==> config.mk <==
export PLATFORM = sky130hd
export DESIGN_NAME = gray_sync_multi
export DESIGN_NICKNAME = d
export VERILOG_FILES = /design/src/rtl/gray_sync_multi.sv
export SDC_FILE = /design/constraint.sdc
export NUM_CORES = 1
export LEC_CHECK = 0
export ABC_CLOCK_PERIOD_IN_PS = 4270
export CAP_MARGIN = 40
export CORE_AREA = 2 2 62 64
export CTS_CLUSTER_DIAMETER = 150
export DETAILED_ROUTE_END_ITERATION = 7
export DIE_AREA = 0 0 64 66
export GPL_TIMING_DRIVEN = 0
export PLACE_DENSITY_LB_ADDON = 0.2
export SLEW_MARGIN = 0
export SYNTH_ARGS = -nofsm -noshare
export SYNTH_HDL_FRONTEND = slang
export SYNTH_SLANG_ARGS = --single-unit
==> constraint.sdc <==
create_clock -name clk -period 4.27 [get_ports clk]
set_input_delay 0.6405 -clock clk [delete_from_list [all_inputs] [get_ports clk]]
set_output_delay 0.6405 -clock clk [all_outputs]
set_load 0.005 [all_outputs]
==> src/rtl/gray_sync_multi.sv <==
// Multi-channel gray-code pointer synchroniser with a shared INIT/LOAD/TRACK
// controller, per-channel step validation and sticky step errors.
module gray_sync_multi #(
  parameter int WIDTH    = 8,
  parameter int CHANNELS = 1,
  parameter int STAGES   = 2,
  parameter int MAX_STEP = 1
) (
  input  logic                      clk,
  input  logic                      rst_n,
  input  logic [CHANNELS*WIDTH-1:0] gray_in,
  input  logic [CHANNELS-1:0]       resync,
  input  logic [CHANNELS-1:0]       err_clr,
  output logic                      ready,
  output logic [CHANNELS*WIDTH-1:0] bin_out,
  output logic [CHANNELS-1:0]       updated,
  output logic [CHANNELS-1:0]       step_err
);
  localparam int TW = CHANNELS * WIDTH;
  localparam logic [WIDTH-1:0] MAX_D = WIDTH'(MAX_STEP);
  localparam logic [2:0] INIT_LAST = 3'(STAGES);

  typedef enum logic [1:0] {INIT, LOAD, TRACK} state_t;

  state_t        state;
  logic [2:0]    init_cnt;
  logic [TW-1:0] sync [STAGES];
  logic [TW-1:0] last;
  logic [TW-1:0] last_q;

  assign last = sync[STAGES-1];

  // Plain flop chain; last_q sits after the final stage for the one-bit-change check.
  always_ff @(posedge clk or negedge rst_n) begin
    if (!rst_n) begin
      sync   <= '{default: '0};
      last_q <= '0;
    end else begin
      sync[0] <= gray_in;
      for (int unsigned s = 1; s < STAGES; s++) sync[s] <= sync[s-1];
      last_q <= last;
    end
  end

  // INIT spans STAGES+1 cycles so the chain holds the post-reset input before LOAD.
  always_ff @(posedge clk or negedge rst_n) begin
    if (!rst_n) begin
      state    <= INIT;
      init_cnt <= '0;
      ready    <= 1'b0;
    end else begin
      unique case (state)
        INIT: begin
          if (init_cnt == INIT_LAST) state <= LOAD;
          else init_cnt <= init_cnt + 3'd1;
        end
        LOAD: begin
          state <= TRACK;
          ready <= 1'b1;
        end
        TRACK:   state <= TRACK;
        default: state <= INIT;
      endcase
    end
  end

  for (genvar c = 0; c < CHANNELS; c++) begin : g_ch
    logic [WIDTH-1:0] g_now, g_prev, cand, delta, diff, bin_q;
    logic             multi, bad, err_set, upd_q, err_q;

    always_comb begin
      g_now  = last[c*WIDTH +: WIDTH];
      g_prev = last_q[c*WIDTH +: WIDTH];
      for (int unsigned i = 0; i < WIDTH; i++) cand[i] = ^(g_now >> i);
      diff    = g_now ^ g_prev;
      multi   = |(diff & (diff - WIDTH'(1)));
      delta   = cand - bin_q;
      bad     = multi || (delta > MAX_D);
      err_set = (state == TRACK) && !resync[c] && bad;
    end

    always_ff @(posedge clk or negedge rst_n) begin
      if (!rst_n) begin
        bin_q <= '0;
        upd_q <= 1'b0;
        err_q <= 1'b0;
      end else begin
        upd_q <= 1'b0;
        if (state == LOAD) begin
          bin_q <= cand;
        end else if (state == TRACK) begin
          if (resync[c]) begin
            bin_q <= cand;
          end else if (!bad && delta != '0) begin
            bin_q <= cand;
            upd_q <= 1'b1;
          end
        end
        if (err_set) err_q <= 1'b1;
        else if (err_clr[c]) err_q <= 1'b0;
      end
    end

    assign bin_out[c*WIDTH +: WIDTH] = bin_q;
    assign updated[c]                = upd_q;
    assign step_err[c]               = err_q;
  end

endmodule
; Word level (Yosys, flattened, before mapping)
; Cells that the tools add are included.
; Widths: inputs -> output; s select.
[totals]
register_bits = 40
wordCells = 55
[op_classes]
addsub = 3
order_cmp = 1
n_eq_ne = 4
mux = 12
bitwise_logic = 3
reduce_logical = 23
[ops]
columns = operator, n
row1 = $reduce_xor 8->1, 8
row2 = $mux 8, 4
row3 = $and 8x8->8, 1
row4 = $gt 8x1->1 const B, 1
row5 = $reduce_bool 8->1, 1
row6 = $reduce_or 8->1, 1
row7 = $sub 8x1->8 const B, 1
row8 = $sub 8x8->8, 1
row9 = $xor 8x8->8, 1
row10 = $mux 1, 6
row11 = $pmux 2 s2, 1
row12 = $reduce_and 2->1, 2
row13 = $reduce_bool 2->1, 2
row14 = $add 3x1->3 const B, 1
row15 = $eq 3x2->1 const B, 1
row16 = $logic_and 1x1->1, 3
row17 = $reduce_bool 3->1, 1
row18 = $eq 2x1->1 const B, 1
row19 = $eq 2x2->1 const B, 1
row20 = $logic_not 1->1, 2
row21 = $logic_not 2->1, 1
row22 = $mux 2, 1
row23 = $ne 2x2->1 const B, 1
row24 = $reduce_or 2->1, 1
row25 = other kinds (2), 2

; Longest topological paths before layout
; Gate-level depths: netlist of the first run.
[logic_depth]
ltp_word = 11
ltp_mapped = 15
ltp_nobuf = 14

; Least setup slack after synthesis of the first run
; Ideal clock, no wire load.
[synth_timing]
path_kind = reg-to-reg
startpoint = register sync (netlist bit g_ch[0].g_now[7])
endpoint = register g_ch[0].bin_q[2], in the netlist bin_out[2]
setup_time_ps = 125
t_arrival_ps = 3752
required_time_ps = 4145
slack_ps = 393
path_stages_with_launch = 16
n_path_buf = 1
path_cell_list = dfrtp_1 xor2_1 xnor2_1 xnor2_1 xor2_1 xnor2_1 ha_1 fa_1 nand2b_1 a21oi_1 xor2_1 a2111oi_0 nand4b_1 o31a_1 buf_6 mux2_4
[synth_via]
elab_cells_between_ends = 24
[synth_lines]
columns = element, line_no
row1 = start: declaration, 27  ; logic [TW-1:0] sync [STAGES];
row2 = $reduce_xor 8->1 *, 74  ; for (int unsigned i = 0; i < WIDTH; i++) cand[i] = ^(g_now >> i);
row3 = net g_ch[0].cand[6], 68  ; logic [WIDTH-1:0] g_now, g_prev, cand, delta, diff, bin_q;
row4 = $sub 8x8->8 *, 77  ; delta = cand - bin_q;
row5 = $gt 8x1->1, 78  ; bad = multi || (delta > MAX_D);
row6 = $logic_or 1x1->1, 78
row7 = $logic_not 1->1, 94  ; end else if (!bad && delta != '0) begin
row8 = $logic_and 1x1->1 *, 94
row9 = $reduce_bool 3->1 (no source line) *, --
row10 = $reduce_and 2->1 (no source line) *, --
row11 = end signal: assignment, 90  ; bin_q <= cand;
row12 = end signal: assignment, 93  ; bin_q <= cand;
row13 = end signal: assignment, 95  ; bin_q <= cand;
row14 = end: declaration, 68
; The timed path passes the listed nets; every way through them passes the cells marked *. The select of a mux whose other input is x is not followed.
; A chain may end at the register's enable or synchronous reset.

; Worst setup path in the final report of the first run
[layout_timing]
startpoint = register sync (netlist bit g_ch[0].g_now[7])
endpoint = register g_ch[0].bin_q[7], in the netlist bin_out[7]
; Same word-level chain as after synthesis.

==> flow_summary_export.csv, run 1 <==
group,metric,value,unit
run_status,status,"finished clean",
floorplan,die_x,64,µm
synthesis,syn_area_per_cell,12.29,µm²
timing,max_slew.worst_pin.slew,0.4198,ns
floorplan,die_h,66,µm
placement,numPortBuffers,22,
timing,setup_viol,0,
synthesis,netlist_top_cells_area,"dfrtp_1 54%, ha_1 8.0%, xnor2_1 5.6%, xor2_1 4.7%, mux2_4 4.0%",
clock_tree,cts_tree,"yes",
synthesis,synth_top_area_cell,"dfrtp_1",
global_routing,grt_pass1_vias,1174,
timing,post-route-min-period,4.059,ns
timing,relSlewSlack,0.7192,
final_layout,drive_above_1_share,0.1789,
synthesis,synth_area,1868,µm²
clock_tree,cts_buffer_depth,2,
synthesis,ys.flop_type,"dfrtp_1",
synthesis,ys_types,35,
global_routing,track_usage,0.1641,
detailed_routing,avgRoutedWirePerCell,13.53,µm
floorplan,ios,23,
detailed_routing,drc,0,
timing,max_freq,246.4,MHz
synthesis,synthMostInstantiatedCell,"dfrtp_1",
detailed_routing,drt_wl_total,3220,µm
final_layout,multi_input_area,869.6,µm²
final_layout,final_nets,214,
worst_setup_path,worst-endpoint-arrival,4.30,ns
placement,dpl-instance-area,2163,µm²
floorplan,rows,22,
pwr,p_per_area,482.7,nW/µm²
clock_tree,hold_buffers,0,
pwr,finalPower,1147,µW
synthesis,synth_top_cell_area_share,0.5358,
synthesis,synthCells,152,
synthesis,synth_nets,177,
worst_setup_path,start_kind,"flip-flop",
timing,setup_ws,0.2113,ns
timing,hold_viol,0,
floorplan,start_util,0.5261,
min_path,hold_path.class,"in -> async",
run,cap_viol_max_count,0,
final_layout,antennaDiodeCount,0,
pwr,vdd_drop_max,0.3156,mV
clock_tree,cts.sinks,40,
worst_setup_path,cp-startpoint,"g_ch[0].g_now[7]$_DFF_PN0_",
worst_setup_path,regToRegStartpoint,"g_ch[0].g_now[7]$_DFF_PN0_",
synthesis,yosysWarnings,0,
worst_setup_path,critPathCaptureType,"flip-flop",
pwr,power_leakage,0.001108,µW
timing,fin_skew,0.008864,ns
clock_tree,numCtsBuffers,5,
placement,gp_congestion,0.8740,
global_routing,grt_pass1_wl,5230,µm
detailed_routing,drt-pass1-iter-count,4,
global_routing,grt-ovfl-total,0,
clock_tree,htreeDepth,2,
synthesis,ys_ff_latch,40,
synthesis,ys_seq_area_frac,0.5358,
synthesis,synth_commonest_cells,"40 x dfrtp_1, 15 x inv_1, 12 x ha_1, 12 x xnor2_1, 10 x xor2_1",
final_layout,fin_cells,238,
timing,drv_slew,0,
clock_tree,insertion_delay,0.35,ns
detailed_routing,num_vias,1215,
worst_setup_path,worstPathRequired,4.51,ns
placement,dp_hpwl,2320,µm
floorplan,core_area,3551,µm²
synthesis,async_flop_share,1.000,
clock_tree,cts_root_buffer,"clkbuf_4",
worst_setup_path,crit_type,"reg -> reg",
placement,post-place-cells,223,
worst_setup_path,cp_max_fo,8,
final_layout,area_growth,27.26,%
final_layout,final_cell_area,2377,µm²
timing,final.period_utilization,0.9505,
final_layout,fillers,259,
placement,post-place-ws,-0.2497,ns
clock_tree,clk_pin_slew,0.13,ns
global_routing,grt_antenna_before_repair,0,
global_routing,grt_max_degree,30,
detailed_routing,vias_per_cell,5.105,
synthesis,synth-edff-count,0,
detailed_routing,drtIter0Drc,74,
floorplan,dieArea,4224,µm²
final_layout,seqCellArea,1002,µm²
detailed_routing,detail-route-antenna-nets,0,
## power by group
part,switching (µW),internal (µW)
Sequential,27.7,412
Combinational,215,224
Clock,128,140
## final cells by class
| type | count | share of cell area |
|---|---|---|
| plain buffers | 1 | 0.004737 |
| clock buffers | 6 | 0.02158 |
| clock inverters | 2 | 0.01632 |
| inverters | 15 | 0.02368 |
| multi-input cells | 96 | 0.3658 |
| flip-flops and latches | 40 | 0.4216 |
| well taps | 48 | 0.02526 |
| repair buffers | 30 | 0.1211 |
## timing repair
| action | 4_1_cts | 5_1_grt |
|---|---|---|
| gates resized for setup | 4 | 7 |
| buffers inserted | 0 | 7 |
| setup endpoints to repair | 8 | 8 |
| pin swaps | 1 | 6 |
## placed cells by master (no fill, tap or decap), types with 2 or more instances in the layout
master           Yosys  routed
xnor2_1             12       9
dfrtp_1             40      39
a21o_1               2       2
ha_1                12      12
xor2_1              10       8
o21ai_0              5       5
mux2i_1              4       4
a21oi_1              4       3
clkdlybuf4s50_1      0      21
nor2_1               9       9
a21boi_0             2       2
inv_1               15      15
mux2_4               5       5
buf_4                0       7
a2111oi_2            1       2
xnor2_2              0       2
clkbuf_4             0       5
nand2_1              7       7
nand2b_1             4       4
## routing by layer
layer	vias to the layer above	part of all wire	global-route usage
li1	584	-	-
met1	599	0.43	0.1995
met2	24	0.52	0.2760
met3	8	0.036	0.03918
met4	0	0.018	0.07609
met5	-	0	0
## registers in the layout, indices dropped and copies added (netlist names), 2 cells and up
name and flops:
bin_out 8, g_ch.g_now 8, g_ch.g_prev 8, sync 8
init_cnt 3, state 2
## path summary, 6_finish.rpt
check | slack, ns | to | cells past startpoint
worst max-delay path | 0.21 | bin_out[7]$_DFFE_PN0P_ | 15
worst min-delay path | 0.15 | bin_out[1]$_DFFE_PN0P_ | 1
worst max register to register | 0.21 | bin_out[7]$_DFFE_PN0P_ | 15
worst min register to register | 0.36 | g_ch[0].g_now[7]$_DFF_PN0_ | 0
max in group asynchronous | 3.67 | init_cnt[1]$_DFFE_PN0P_ | 2
min in group clk | 0.36 | g_ch[0].g_now[7]$_DFF_PN0_ | 0
## critical path, cell delays in order, from the launching register on
cell and delay [ns]:
dfrtp_2 0.50, xor2_4 0.23, xnor2_4 0.19, xnor2_2 0.26, xor2_2 0.24, xnor2_1 0.14
ha_1 0.23, fa_1 0.40, nand2b_1 0.18, a21oi_2 0.21, xor2_1 0.11, a2111oi_2 0.30
nand4b_1 0.20, o31a_1 0.33, buf_6 0.16, mux2_4 0.30
## kinds of logic after synthesis
| group | Yosys count | synth area share |
|---|---|---|
| AOI/OAI and AO/OA | 23 | 0.09310 |
| and+or+nand+nor | 28 | 0.07368 |
| adders and majority gates | 14 | 0.09645 |
| xor gates and xnor gates | 22 | 0.1031 |
| buffers and inverters | 16 | 0.03617 |
| DFF | 40 | 0.5358 |
| muxes | 9 | 0.06162 |
## through the flow
stage / setup TNS, ns / util / hold WS (ns)
after floorplan: 0 / - / 0.3312
after global placement: -0.8993 / 0.6050 / 0.3316
after detailed placement: -1.463 / 0.6092 / 0.3379
after CTS: 0 / 0.6431 / 0.1620
after global routing: -0.02738 / 0.6695 / 0.1678
final: 0 / 0.6695 / 0.1502
No activity file was read; power rests on OpenSTA's default activity.
==> run 2, diff against run 1 <==
--- a/config.mk
+++ b/config.mk
@@ -13,6 +13,7 @@
 export DIE_AREA = 0 0 64 66
 export GPL_TIMING_DRIVEN = 0
 export PLACE_DENSITY_LB_ADDON = 0.2
+export RECOVER_POWER = 25
 export SLEW_MARGIN = 0
 export SYNTH_ARGS = -nofsm -noshare
 export SYNTH_HDL_FRONTEND = slang
==> run 2 against run 1 <==
Largest power group unchanged. Clock power is essentially flat. First-iteration DRC count is the same. Register-to-register slack is essentially flat. Die area is the same.
==> flow_summary_export.csv, run 2 (synthesis gave the netlist of run 1 again) <==
group,metric,value,unit
run_status,status,"finished clean",
worst_setup_path,slowest_stage,"dfrtp_2",
placement,numPortBuffers,22,
worst_setup_path,worst-endpoint-arrival,4.30,ns
run,cap_viol_max_count,0,
pwr,finalPower,1147,µW
clock_tree,clk_pin_slew,0.13,ns
final_layout,utilization,0.6691,
final_layout,seqCellArea,1002,µm²
final_layout,antennaDiodeCount,0,
worst_setup_path,crit_chain,"xor2_4 > xnor2_4 > xnor2_2 > xor2_2 > xnor2_1 > ha_1 > fa_1 > nand2b_1 > a21oi_2 > xor2_1 > a2111oi_2 > nand4b_1 > o31a_1 > buf_6 > mux2_4",
worst_setup_path,start_kind,"flip-flop",
clock_tree,hold_buffers,0,
min_path,hold_path.class,"in -> async",
clock_tree,cts_tree,"yes",
clock_tree,numCtsBuffers,5,
global_routing,grt_max_degree,30,
floorplan,rows,22,
detailed_routing,drt-pass1-iter-count,4,
timing,post-route-min-period,4.059,ns
final_layout,final_nets,214,
pwr,p_per_area,482.9,nW/µm²
global_routing,track_usage,0.1641,
timing,max_slew.worst_pin.slew,0.7044,ns
clock_tree,cts.sinks,40,
worst_setup_path,critPathCaptureType,"flip-flop",
final_layout,drive_above_1_share,0.1737,
clock_tree,cts_root_buffer,"clkbuf_4",
floorplan,start_util,0.5261,
placement,gp_congestion,0.8740,
final_layout,multi_input_area,869.6,µm²
floorplan,dieArea,4224,µm²
detailed_routing,detail-route-antenna-nets,0,
placement,dpl-instance-area,2163,µm²
timing,hold_viol,0,
floorplan,die_x,64,µm
floorplan,die_h,66,µm
worst_setup_path,cp_max_fo,8,
detailed_routing,drtIter0Drc,74,
clock_tree,cts_buffer_depth,2,
global_routing,grt-ovfl-total,0,
global_routing,grt_pass1_vias,1174,
detailed_routing,drt_wl_total,3221,µm
detailed_routing,vias_per_cell,5.101,
pwr,power_leakage,0.001106,µW
floorplan,ios,23,
floorplan,core_area,3551,µm²
final_layout,final_common_cell,"dfrtp_1",
worst_setup_path,worstPathRequired,4.51,ns
final_layout,final_cell_area,2376,µm²
timing,fin_skew,0.008864,ns
detailed_routing,drc,0,
pwr,vdd_drop_max,0.3156,mV
timing,max_freq,246.4,MHz
detailed_routing,avgRoutedWirePerCell,13.53,µm
detailed_routing,num_vias,1214,
final_layout,fillers,258,
timing,setup_viol,0,
timing,relSlewSlack,0.5304,
final_layout,layout_common_cells,"39 x dfrtp_1, 21 x clkdlybuf4s50_1, 15 x inv_1",
timing,drv_slew,0,
final_layout,area_growth,27.19,%
timing,final.period_utilization,0.9505,
clock_tree,htreeDepth,2,
worst_setup_path,cpPeakStageDelay,0.50,ns
worst_setup_path,crit_type,"reg -> reg",
global_routing,grt_antenna_before_repair,0,
clock_tree,insertion_delay,0.35,ns
global_routing,grt_pass1_wl,5230,µm
placement,dp_hpwl,2320,µm
## run 2: changes by cell type in the layout (fill, tap and decap cells not counted)
| cell | change |
|---|---|
| buf_2 | -1 |
| clkbuf_1 | +1 |
## run 2: what timing repair did
action | 4_1_cts | 5_1_grt
resized for setup | 4 | 7
buffers inserted | 0 | 7
setup endpoints to repair | 8 | 8
pin swaps | 1 | 6
cloned | 0 | 0
## run 2: path summary, 6_finish.rpt
| check | start | end | slack [ns] | depth (start not counted) |
|---|---|---|---|---|
| setup / recovery | g_ch[0].g_now[7]$_DFF_PN0_ | bin_out[7]$_DFFE_PN0P_ | 0.21 | 15 |
| hold / removal | rst_n | bin_out[1]$_DFFE_PN0P_ | 0.29 | 1 |
| setup reg to reg | g_ch[0].g_now[7]$_DFF_PN0_ | bin_out[7]$_DFFE_PN0P_ | 0.21 | 15 |
| hold reg to reg | sync[15]$_DFF_PN0_ | g_ch[0].g_now[7]$_DFF_PN0_ | 0.36 | 0 |
| max in group asynchronous | rst_n | init_cnt[1]$_DFFE_PN0P_ | 3.38 | 2 |
| min in group clk | sync[15]$_DFF_PN0_ | g_ch[0].g_now[7]$_DFF_PN0_ | 0.36 | 0 |
## run 2: cell type report
class	count	share of cell area
Sequential cell	40	0.4218
Clock inverter	2	0.01632
Tap cell	48	0.02528
Inverter	15	0.02370
Clock buffer	6	0.02159
Buffer	1	0.004739
Timing Repair Buffer	30	0.1206
Multi-Input combinational cell	96	0.3660
## run 2: power by group
| group | total [µW] | switching [µW] | leakage [µW] | internal (µW) |
|---|---|---|---|---|
| clock network | 268 | 128 | 0.0000484 | 140 |
| logic | 440 | 215 | 0.000592 | 224 |
| registers | 440 | 27.7 | 0.000465 | 412 |
## run 2: worst max-delay path, delay by kind of cell (launching register included)
family          cells  cell delay, ns
flops               1            0.50
buf+inv             1            0.16
mux                 1            0.30
compound gates      3            0.84
xor+xnor            6            1.17
simple gates        2            0.38
fa+ha+maj           2            0.63
## run 2: per-layer routing
layer / up-vias / part of all wire / track usage
li1: 584 / - / -
met3: 8 / 0.036 / 0.03918
met4: 0 / 0.018 / 0.07609
met2: 24 / 0.52 / 0.2760
met1: 598 / 0.43 / 0.1995
met5: - / 0 / 0
## run 2: stage by stage
stage / TNS, ns / setup WS, ns / instances / hold slack [ns]
6_report: 0 / 0.2113 / 238 / 0.2947
5_1_grt: -0.02738 / -0.009533 / 238 / 0.3592
4_1_cts: 0 / 0.03571 / 231 / 0.1620
3_5_place_dp: -1.463 / -0.2497 / 223 / 0.3379
3_3_place_gp: -0.8993 / -0.1756 / 222 / 0.3316
2_1_floorplan: 0 / 0.3930 / 152 / 0.3312
==> run 3, diff against run 2 <==
--- a/config.mk
+++ b/config.mk
@@ -6,9 +6,9 @@
 export NUM_CORES = 1
 export LEC_CHECK = 0
 export ABC_CLOCK_PERIOD_IN_PS = 4270
-export CAP_MARGIN = 40
+export CAP_MARGIN = 20
 export CORE_AREA = 2 2 62 64
-export CTS_CLUSTER_DIAMETER = 150
+export CTS_CLUSTER_DIAMETER = 50
 export DETAILED_ROUTE_END_ITERATION = 7
 export DIE_AREA = 0 0 64 66
 export GPL_TIMING_DRIVEN = 0
==> run 3 against run 2 <==
Wire length is 1.8% lower. Critical path depth stayed put. Utilization down 2.0 points. First-iteration DRC count fell by 6.8%. Register-to-register slack better by 0.08 ns. Largest power group unchanged. Power shrank 4.0%. Critical endpoint is now bin_out[2]$_DFFE_PN0P_. Highest routed layer unchanged.
==> flow_summary_export.csv, run 3 (synthesis gave the netlist of run 1 again) <==
group,metric,value,unit
run_status,status,"finished clean",
placement,dp_hpwl,2261,µm
detailed_routing,avgRoutedWirePerCell,13.57,µm
pwr,p_sw,358.6,µW
detailed_routing,detail-route-antenna-nets,0,
run,cap_viol_max_count,0,
worst_setup_path,crit_type,"reg -> reg",
timing,max_slew.worst_pin.slew,0.8667,ns
worst_setup_path,cpPeakStageDelay,0.48,ns
floorplan,ios,23,
final_layout,layout_common_cells,"39 x dfrtp_1, 15 x inv_1, 15 x clkdlybuf4s50_1",
pwr,p_clk_frac,0.232,
final_layout,area_growth,23.38,%
timing,timing.setup.tns,0,ns
timing,setup_viol,0,
min_path,hold_depth,0,
timing,final.period_utilization,0.9316,
floorplan,die_x,64,µm
final_layout,final_common_cell,"dfrtp_1",
detailed_routing,drt-pass1-iter-count,4,
final_layout,antennaDiodeCount,0,
worst_setup_path,crit_top_cell,"xnor2_2",
clock_tree,clk_pin_slew,0.13,ns
detailed_routing,drt_wl_total,3162,µm
clock_tree,insertion_delay,0.36,ns
global_routing,grt-ovfl-total,0,
worst_setup_path,slowest_stage,"dfrtp_1",
timing,relSlewSlack,0.4222,
floorplan,dieArea,4224,µm²
timing,hold_viol,0,
detailed_routing,drc,0,
pwr,seqPwrFrac,0.399,
worst_setup_path,critPathCaptureType,"flip-flop",
detailed_routing,drtIter0Drc,69,
floorplan,core_area,3551,µm²
detailed_routing,vias_per_cell,5.124,
pwr,combinationalPowerShare,0.369,
pwr,vdd_drop_max,0.2301,mV
final_layout,fillers,271,
worst_setup_path,r2r_cells,15,
pwr,internal-power,742.5,µW
clock_tree,numCtsBuffers,5,
timing,max_freq,251.4,MHz
clock_tree,hold_buffers,0,
pwr,p_per_area,477.7,nW/µm²
worst_setup_path,crit_chain,"xor2_4 > xnor2_2 > xnor2_2 > xor2_2 > xnor2_1 > ha_1 > fa_1 > xor2_1 > o311a_1 > o21ai_0 > a2111oi_1 > nand4b_1 > o31a_1 > buf_6 > mux2_4",
floorplan,rows,22,
clock_tree,htreeDepth,2,
timing,rsz0062_at_grt,"false",
global_routing,grt_pass1_vias,1203,
worst_setup_path,start_kind,"flip-flop",
clock_tree,cts.sinks,40,
clock_tree,cts_tree,"yes",
global_routing,track_usage,0.1748,
worst_setup_path,cp_max_fo,8,
pwr,power_leakage,0.001073,µW
final_layout,fin_cells,233,
global_routing,grt_antenna_before_repair,0,
global_routing,grt_max_degree,41,
clock_tree,cts_buffer_depth,2,
floorplan,die_h,66,µm
placement,numPortBuffers,22,
min_path,hold_path.class,"reg -> reg",
pwr,p_sw_frac,0.3256,
worst_setup_path,worstPathRequired,4.53,ns
global_routing,grt_pass1_wl,5506,µm
timing,fin_skew,0.01166,ns
timing,post-route-min-period,3.978,ns
worst_setup_path,worst-endpoint-arrival,4.24,ns
floorplan,start_util,0.5261,
placement,post-place-cells,222,
timing,drv_slew,0,
placement,gp_congestion,0.8740,
final_layout,final_nets,209,
clock_tree,cts_root_buffer,"clkbuf_4",
detailed_routing,num_vias,1194,
final_layout,drive_above_1_share,0.1514,
==> run 3: critical path: cells and delay by family (launching register included) <==
family | cells | cell delay, ns
XOR/XNOR | 6 | 1.17
AO/OA/AOI/OAI | 4 | 0.97
adder cells (fa/ha/maj) | 2 | 0.61
flip-flops | 1 | 0.48
multiplexers | 1 | 0.30
AND/OR/NAND/NOR | 1 | 0.21
buffers and inverters | 1 | 0.15
==> run 3: final cells by class <==
type,count,area [µm²],area share
buffer,1,11.26,0.004886
clock buffer,5,37.54,0.01629
clock inverter,3,46.29,0.02009
inverter,15,56.30,0.02443
multi-input combinational,96,853.3,0.3702
sequential,40,1002,0.4349
tap,48,60.06,0.02606
timing repair buffer,25,237.7,0.1031
==> run 3: per-layer routing <==
| metal | part of all wire | global-route usage |
|---|---|---|
| met5 | 0 | 0 |
| met4 | 0.015 | 0.06522 |
| met3 | 0.041 | 0.05111 |
| met2 | 0.53 | 0.3047 |
| met1 | 0.41 | 0.2038 |
==> run 3: what timing repair did <==
item | CTS | global route
pin swaps | 2 | 4
resized for setup | 4 | 5
endpoints found under the setup margin | 8 | 8
setup buffers | 1 | 2
==> run 3: stage by stage <==
step | setup WS (ns) | util | power [µW] | hold WS [ns] | area, µm²
after floorplan | 0.3930 | - | 704.4 | 0.3312 | 1868
after global placement | -0.1756 | 0.6050 | 809.8 | 0.3316 | 2148
after detailed placement | -0.2402 | 0.6036 | 824.2 | 0.3379 | 2143
after CTS | 0.06422 | 0.6378 | 1089 | 0.3672 | 2265
after global routing | 0.03500 | 0.6490 | 1180 | 0.3781 | 2305
final | 0.2919 | 0.6490 | 1101 | 0.3557 | 2305
==> run 3: power by group through the flow <==
stage,Sequential [µW],Combinational (µW),Clock [µW]
detailed placement,446,378,0
floorplan,443,261,0
CTS,439,389,261
finish,439,407,255
global route,445,457,278
global placement,443,367,0
==> run 3: worst paths after layout <==
| path | from | end | slack, ns |
|---|---|---|---|
| worst max-delay path | g_ch[0].g_now[6]$_DFF_PN0_ | bin_out[2]$_DFFE_PN0P_ | 0.29 |
| worst min-delay path | sync[12]$_DFF_PN0_ | g_ch[0].g_now[4]$_DFF_PN0_ | 0.36 |
| worst max register to register | g_ch[0].g_now[6]$_DFF_PN0_ | bin_out[2]$_DFFE_PN0P_ | 0.29 |
| worst min register to register | sync[12]$_DFF_PN0_ | g_ch[0].g_now[4]$_DFF_PN0_ | 0.36 |
| max in group asynchronous | rst_n | g_ch[0].g_now[7]$_DFF_PN0_ | 3.30 |
| min in group asynchronous | rst_n | bin_out[1]$_DFFE_PN0P_ | 0.38 |
